[src/rtl/gray_pkg.sv]
// Shared mode encodings and whole-word Gray/binary reference functions.
package gray_pkg;

  localparam logic MODE_G2B = 1'b0;
  localparam logic MODE_B2G = 1'b1;

  localparam int unsigned MODEL_W = 32;
  typedef logic [MODEL_W-1:0] model_word_t;

  function automatic model_word_t width_mask(input int unsigned w);
    if (w >= MODEL_W) return '1;
    return (model_word_t'(1) << w) - model_word_t'(1);
  endfunction

  // Prefix-XOR from the MSB down by log-step doubling over a w-bit word.
  function automatic model_word_t gray2bin_full(input model_word_t g, input int unsigned w);
    model_word_t b;
    b = g & width_mask(w);
    for (int unsigned s = 1; s < MODEL_W; s = s << 1) begin
      b = b ^ (b >> s);
    end
    return b;
  endfunction

  function automatic model_word_t bin2gray(input model_word_t b, input int unsigned w);
    model_word_t m;
    m = b & width_mask(w);
    return m ^ (m >> 1);
  endfunction

endpackage

[src/rtl/gray_pipe_stage.sv]
// One pipeline slot: valid/data/mode register with local advance and the
// Gray-to-binary resolution of bits [HI:LO] (empty range = pure register).
module gray_pipe_stage
  import gray_pkg::*;
#(
  parameter int unsigned WIDTH  = 8,
  parameter int          HI     = 7,
  parameter int          LO     = 0,
  parameter bit          B2G_EN = 1'b0
) (
  input  logic             clk,
  input  logic             rst,
  input  logic             valid_i,
  input  logic [WIDTH-1:0] data_i,
  input  logic             mode_i,
  input  logic             adv_next_i,
  output logic             adv_o,
  output logic             valid_o,
  output logic [WIDTH-1:0] data_o,
  output logic             mode_o
);

  logic             valid_q;
  logic [WIDTH-1:0] data_q;
  logic [WIDTH-1:0] data_d;
  logic             mode_q;

  // Bits above HI are already binary, so bit HI+1 is the carry-in for this chunk.
  function automatic logic [WIDTH-1:0] resolve_chunk(input logic [WIDTH-1:0] x);
    logic [WIDTH-1:0] r;
    r = x;
    for (int i = int'(WIDTH) - 2; i >= 0; i--) begin
      if (i <= HI && i >= LO) r[i] = r[i+1] ^ x[i];
    end
    return r;
  endfunction

  assign adv_o = ~valid_q | adv_next_i;

  always_comb begin
    data_d = data_i;
    if (mode_i == MODE_G2B) begin
      data_d = resolve_chunk(data_i);
    end else if (B2G_EN) begin
      data_d = data_i ^ (data_i >> 1);
    end
  end

  always_ff @(posedge clk or posedge rst) begin
    if (rst) begin
      valid_q <= 1'b0;
      data_q  <= '0;
      mode_q  <= 1'b0;
    end else if (adv_o) begin
      valid_q <= valid_i;
      if (valid_i) begin
        data_q <= data_d;
        mode_q <= mode_i;
      end
    end
  end

  assign valid_o = valid_q;
  assign data_o  = data_q;
  assign mode_o  = mode_q;

endmodule

[src/rtl/gray_code_pipe.sv]
// Pipelined bidirectional Gray/binary converter with valid/ready on both sides;
// Gray-to-binary is resolved MSB chunk first, one chunk per stage.
module gray_code_pipe
  import gray_pkg::*;
#(
  parameter int unsigned WIDTH  = 8,
  parameter int unsigned STAGES = 2
) (
  input  logic             clk,
  input  logic             rst,
  input  logic             in_valid,
  output logic             in_ready,
  input  logic [WIDTH-1:0] in_data,
  input  logic             in_mode,
  output logic             out_valid,
  input  logic             out_ready,
  output logic [WIDTH-1:0] out_data,
  output logic             out_mode,
  output logic             busy
);

  localparam int unsigned CHUNK = (WIDTH + STAGES - 1) / STAGES;

  logic [STAGES-1:0]            vld;
  logic [STAGES-1:0]            md;
  logic [STAGES-1:0][WIDTH-1:0] dat;

  for (genvar k = 0; k < int'(STAGES); k++) begin : g_stage
    localparam int HI     = int'(WIDTH) - 1 - k * int'(CHUNK);
    localparam int LO_RAW = int'(WIDTH) - (k + 1) * int'(CHUNK);
    localparam int LO     = (LO_RAW < 0) ? 0 : LO_RAW;

    logic             v_in;
    logic             m_in;
    logic [WIDTH-1:0] d_in;
    logic             a_next;
    logic             adv_w;

    if (k == 0) begin : g_src
      assign v_in = in_valid;
      assign d_in = in_data;
      assign m_in = in_mode;
    end else begin : g_chain
      assign v_in = vld[k-1];
      assign d_in = dat[k-1];
      assign m_in = md[k-1];
    end

    // Ready ripples back combinationally so a full pipe still moves every cycle.
    if (k == int'(STAGES) - 1) begin : g_last
      assign a_next = out_ready;
    end else begin : g_mid
      assign a_next = g_stage[k+1].adv_w;
    end

    gray_pipe_stage #(
      .WIDTH  (WIDTH),
      .HI     (HI),
      .LO     (LO),
      .B2G_EN (k == 0 ? 1'b1 : 1'b0)
    ) u_stage (
      .clk        (clk),
      .rst        (rst),
      .valid_i    (v_in),
      .data_i     (d_in),
      .mode_i     (m_in),
      .adv_next_i (a_next),
      .adv_o      (adv_w),
      .valid_o    (vld[k]),
      .data_o     (dat[k]),
      .mode_o     (md[k])
    );
  end

  assign in_ready  = g_stage[0].adv_w;
  assign out_valid = vld[STAGES-1];
  assign out_data  = dat[STAGES-1];
  assign out_mode  = md[STAGES-1];
  assign busy      = |vld;

endmodule

[config.mk]
export PLATFORM = sky130hd
export DESIGN_NAME = gray_code_pipe
export DESIGN_NICKNAME = d
export VERILOG_FILES = /design/src/rtl/gray_pkg.sv /design/src/rtl/gray_pipe_stage.sv /design/src/rtl/gray_code_pipe.sv
export SDC_FILE = /design/constraint.sdc
export NUM_CORES = 1
export LEC_CHECK = 0
export ABC_AREA = 1
export CAP_MARGIN = 20
export CORE_ASPECT_RATIO = 1.1
export CORE_MARGIN = 3
export CORE_UTILIZATION = 49
export CTS_BUF_LIST = sky130_fd_sc_hd__clkbuf_2
export CTS_CLUSTER_DIAMETER = 50
export CTS_CLUSTER_SIZE = 8
export DETAILED_ROUTE_END_ITERATION = 7
export MAX_ROUTING_LAYER = met4
export PLACE_DENSITY = 0.87
export SETUP_SLACK_MARGIN = 0.3
export SLEW_MARGIN = 20
export SYNTH_ARGS = -nofsm -noshare
export SYNTH_HDL_FRONTEND = slang
export SYNTH_SLANG_ARGS = --single-unit
[constraint.sdc]
create_clock -name clk -period 1.3 [get_ports clk]
set_clock_uncertainty 0.1 [all_clocks]
set_input_delay 0.26 -clock clk [delete_from_list [all_inputs] [get_ports clk]]
set_output_delay 0.26 -clock clk [all_outputs]
set_load 0.01 [all_outputs]
# == Yosys cells after proc, flatten, opt, wreduce, memory -nomap -nowiden ==
# Index checks and enable logic that the tools add are counted.
# totals
regBits,20
elab_cells,28
# op_classes
bitwise_logic,12
reduce_logical,3
muxes,7
# op_table
cell,n
$mux W8,1
$xor A8 B7 Y8,1
$xor A1 B1 Y1,7
$mux W1,5
$mux W4,1
$reduce_and A2 Y1,2
$not A1 Y1,2
$or A1 B1 Y1,2
$reduce_or A2 Y1,1

# == Longest topological paths before layout ==
# depth
word_depth,8
depth_mapped,8

# == By module ==
# Synthesis repeated with hierarchy kept, for this count alone.
# hier_totals
cells_unflattened,130
hier_area_um2,1041.0
# by_module_without_submodules
module,seq_area_each_um2,area_per_inst_um2,n_inst,cells_each
gray_pipe_stage at g_stage[1].u_stage,250.2,516.7,1,66
gray_pipe_stage at g_stage[0].u_stage,250.2,513.0,1,61
gray_code_pipe,0.0,11.3,1,3

# == Least setup slack after synthesis ==
# Ideal clock, no wire load.
# synth_timing
path_kind,register -> register
start,reg g_stage[1].u_stage.valid_q
end,reg g_stage[1].u_stage.data_q[0]
t_arrival_ns,0.986
setup_ns,0.121
path_stages_with_launch,8
slack_ns,0.093
path_cell_list,dfrtp_1 -> nand2_2 -> nand2_4 -> or2_0 -> o21ai_1 -> inv_1 -> nand2_1 -> o21ai_1
# synth_via
elab_chain_len,3
# synth_rtl
element,line_no,rtl
from (decl),gray_pipe_stage.sv:23,logic valid_q;
from (signal assigned),gray_pipe_stage.sv:55,valid_q <= valid_i;
$not A1 Y1,gray_pipe_stage.sv:38,assign adv_o = ~valid_q | adv_next_i;
$or A1 B1 Y1,gray_pipe_stage.sv:38,
$reduce_and A2 Y1 (no source line),n/a,
to (signal assigned),gray_pipe_stage.sv:57,data_q <= data_d;
to (decl),gray_pipe_stage.sv:24,logic [WIDTH-1:0] data_q;
# Every way passes these cells.
# A chain may end at the register's enable or synchronous reset.

# == Final worst setup path ==
# layout_timing
start,reg g_stage[0].u_stage.valid_q
end,reg g_stage[1].u_stage.data_q[0]
# layout_via
elab_chain_len,1
# layout_rtl
element,line_no
from (decl),gray_pipe_stage.sv:23
from (signal assigned),gray_pipe_stage.sv:55
$reduce_and A2 Y1 (no source line),n/a
# Every way passes these cells.

==> summary.md <==
| Metric | Value |
|---|---|
| Outcome | `finished with violations` |
| Failing checks | `setup timing` |
| Synth cell count leaders | `nand2_1 (40), dfrtp_1 (20), inv_1 (11)` |
| Seq/Total Area, Yosys | `51.5%` |
| CP arrival | `1.76 ns` |
| WP data required | `about 1.4 ns` |
| 1st-pass router iterations | `4` |
| Worst setup EP type | `flip-flop` |
| GRT met2 Usage | `about 47%` |
| CTS H-tree lvls | `1` |
| Wirelength per Cell | `~20 µm` |
| Final hold violation count | `0` |
| Max-Cap Viols | `0` |
| Synth cell types | `21` |
| Critical path class | `reg -> reg` |
| Global Route Usage Sum | `25.9%` |
| TritonCTS buffer count | `3` |
| Share of layout cells above drive strength 1 | `about half` |
| Vias in the first global route | `1,032` |
| Setup_tns | `-3.19 ns` |
| Most area-hungry cell type in the Yosys netlist | `dfrtp_1` |
| First-pass GRT wire length | `4.73 mm` |
| Routability cong. | `about 0.81` |
| Syn_nets | `~130` |
| Synth-to-Final Area Change | `78.0%` |
| TritonCTS clock tree | `built` |
| Ranking of synthesized cells by area | `dfrtp_1 (51%), nand2_1 (15%), xor2_1 (5.4%)` |
| Final WL | `approximately 4.0 mm` |
| Vias/cell | `5.59` |
| Fmax | `615 MHz` |
| Mapped Cells | `about 110` |
| Grt ovf | `0` |
| Worst-case clock buffer depth | `2` |
| Crit path time final | `1.63 ns` |
| Clk Tree Root Cell | `clkbuf_2` |
| Die width | `between 40 and 50 µm` |
| Core area | `approximately 1800 µm²` |
| Met3 GRT Util | `about 4%` |
| PnR worst setup slack | `-0.326 ns` |
| Setup crit start kind | `flip-flop` |
| Largest net degree at the start of global routing | `21` |
| Clock Latency Late Sink | `roughly 0.33 ns` |
| Die height | `52.7 µm` |
| Worst VDD drop | `about 0.0011 V` |
| Starting Density | `53.4%` |
| Leakage | `roughly 0.00088 µW` |
| Ys async rst share | `100%` |
| Top-Level Pins | `25` |
| DR iter-0 viols | `just under 70` |
| Port buffer count | `24` |
| Final setup fails | `23` |
| Post-Syn Area | `between 900 and 1000 µm²` |
| Row cnt | `16` |
| Top cell type's share of synthesized area | `51.5%` |
| Die ar. | `approximately 2600 µm²` |
| Initial antenna violation count | `0` |
| Inserted Diodes | `0` |
| DRT antenna net count | `0` |
| Ys flop type | `dfrtp_1` |
| Yosys Warn Count | `0` |
| Syn_area_per_cell | `approximately 8.5 µm²` |
| Pwr/cell area | `about 1400 nW/µm²` |
| Worst Tran Pin Value | `a little over 0.4 ns` |
| Post-detail-place hpwl | `approximately 1.6 mm` |
| Layout Nets | `approximately 190` |
| Slew margin rel. | `roughly 73%` |
| Period utilization | `125%` |
| Clock transition at path regs | `0.18 ns` |
| Drc violations | `0` |
| CTS hold repair buffers | `0` |
| CTS sink count | `20` |
| Most crowded layer after global routing | `met2` |
| Met1 usage in global routing | `27.3%` |
| RSZ-0062 raised after global routing | `yes` |
| Peak fanout along the critical path | `5` |
| Most common cell in the netlist | `nand2_1` |
| Register bit total from synthesis | `20` |
| Post-synth EDFFs | `0` |
| PnR Total Power | `2500 µW` |
| Fin. max-slew vios | `0` |
| Via Count | `between 1,000 and 1,500` |
| Worst min path class | `in -> async` |
==> where the power goes <==
group	switching, µW	internal (µW)	total [µW]
clock network	192	62.8	255
logic	670	657	1330
registers	138	786	923
total	999	1510	2500
==> worst max-delay path: stages (launching register included) <==
cell     delay, ns
dfrtp_1       0.41
buf_6         0.10
buf_4         0.09
buf_6         0.08
buf_6         0.10
nand2_8       0.06
or2_1         0.23
o21ai_1       0.13
inv_1         0.09
nand2_1       0.07
o21ai_1       0.07
==> state kept, by name (all words and copies together), names as in the netlist <==
signal / count
g_stage.u_stage.data_o: 16
g_stage.u_stage.mode_o: 2
g_stage.u_stage.valid_o: 2
==> metrics by stage <==
step | worst slack, ns | utilization [%] | std cells | instance area [µm²] | hold slack (ns)
detailed placement | -0.446 | 74.9 | 180 | 1370 | 0.369
finish | -0.326 | 95.0 | 204 | 1730 | 0.177
CTS | -0.234 | 84.8 | 196 | 1540 | 0.173
global route | -0.390 | 95.0 | 204 | 1730 | 0.165
floorplan | 0.103 | - | 114 | 980 | 0.124
global placement | -0.420 | 74.9 | 180 | 1370 | 0.358
==> worst paths after layout <==
check	startpoint	endpoint	slack, ns	cells after the start
max	g_stage[0].u_stage.valid_o	g_stage[1].u_stage.data_o[0]	-0.33	10
max reg2reg	g_stage[0].u_stage.valid_o	g_stage[1].u_stage.data_o[0]	-0.33	10
min	rst	g_stage[0].u_stage.data_o[5]	0.18	3
min reg2reg	g_stage[0].u_stage.data_o[7]	g_stage[1].u_stage.data_o[7]	0.45	2
max in group asynchronous	rst	g_stage[1].u_stage.valid_o	0.72	3
min in group clk	g_stage[0].u_stage.data_o[7]	g_stage[1].u_stage.data_o[7]	0.45	2
==> final cells by class <==
type	count	area (µm²)
multi-input combinational	81	583
timing repair buffer	61	543
sequential	20	500
fill	49	91.3
inverter	12	55.1
tap	27	33.8
clock buffer	3	15.0
==> repair_timing <==
item,CTS,global route
endpoints found under the setup margin,32,32
endpoints found under the hold margin,0,0
gates resized for setup,86,30
setup buffers,11,8
pin swaps,11,9
gates cloned,2,0
==> cell families after synthesis <==
kind of cell	count (synthesis)	synth area share [%]
AO/OA/AOI/OAI	16	8.75
XOR/XNOR	7	6.31
buffers and inverters	14	6.31
flip-flops	20	51.5
AND/OR/NAND/NOR	57	27.2
==> routing by layer <==
layer  share of wire, %  wire (µm)
met1                 38       1530
met2                 50       2020
met3                7.3        296
met4                4.7        190
met5                  0          0
==> cell usage in the layout (no fill, tap or decap), drive strengths merged <==
cell type / instances
buf: 49
nand2: 44
dfrtp: 20
o21ai: 13
inv: 12
clkdlybuf4s50: 11
nand3: 8
xor2: 6
clkbuf: 3
nand3b: 2
nor2: 2
or2: 2
a21oi: 1
a31oi: 1
xnor2: 1
o221ai: 1
dlygate4sd2: 1
No activity file was read; power rests on OpenSTA's default activity.
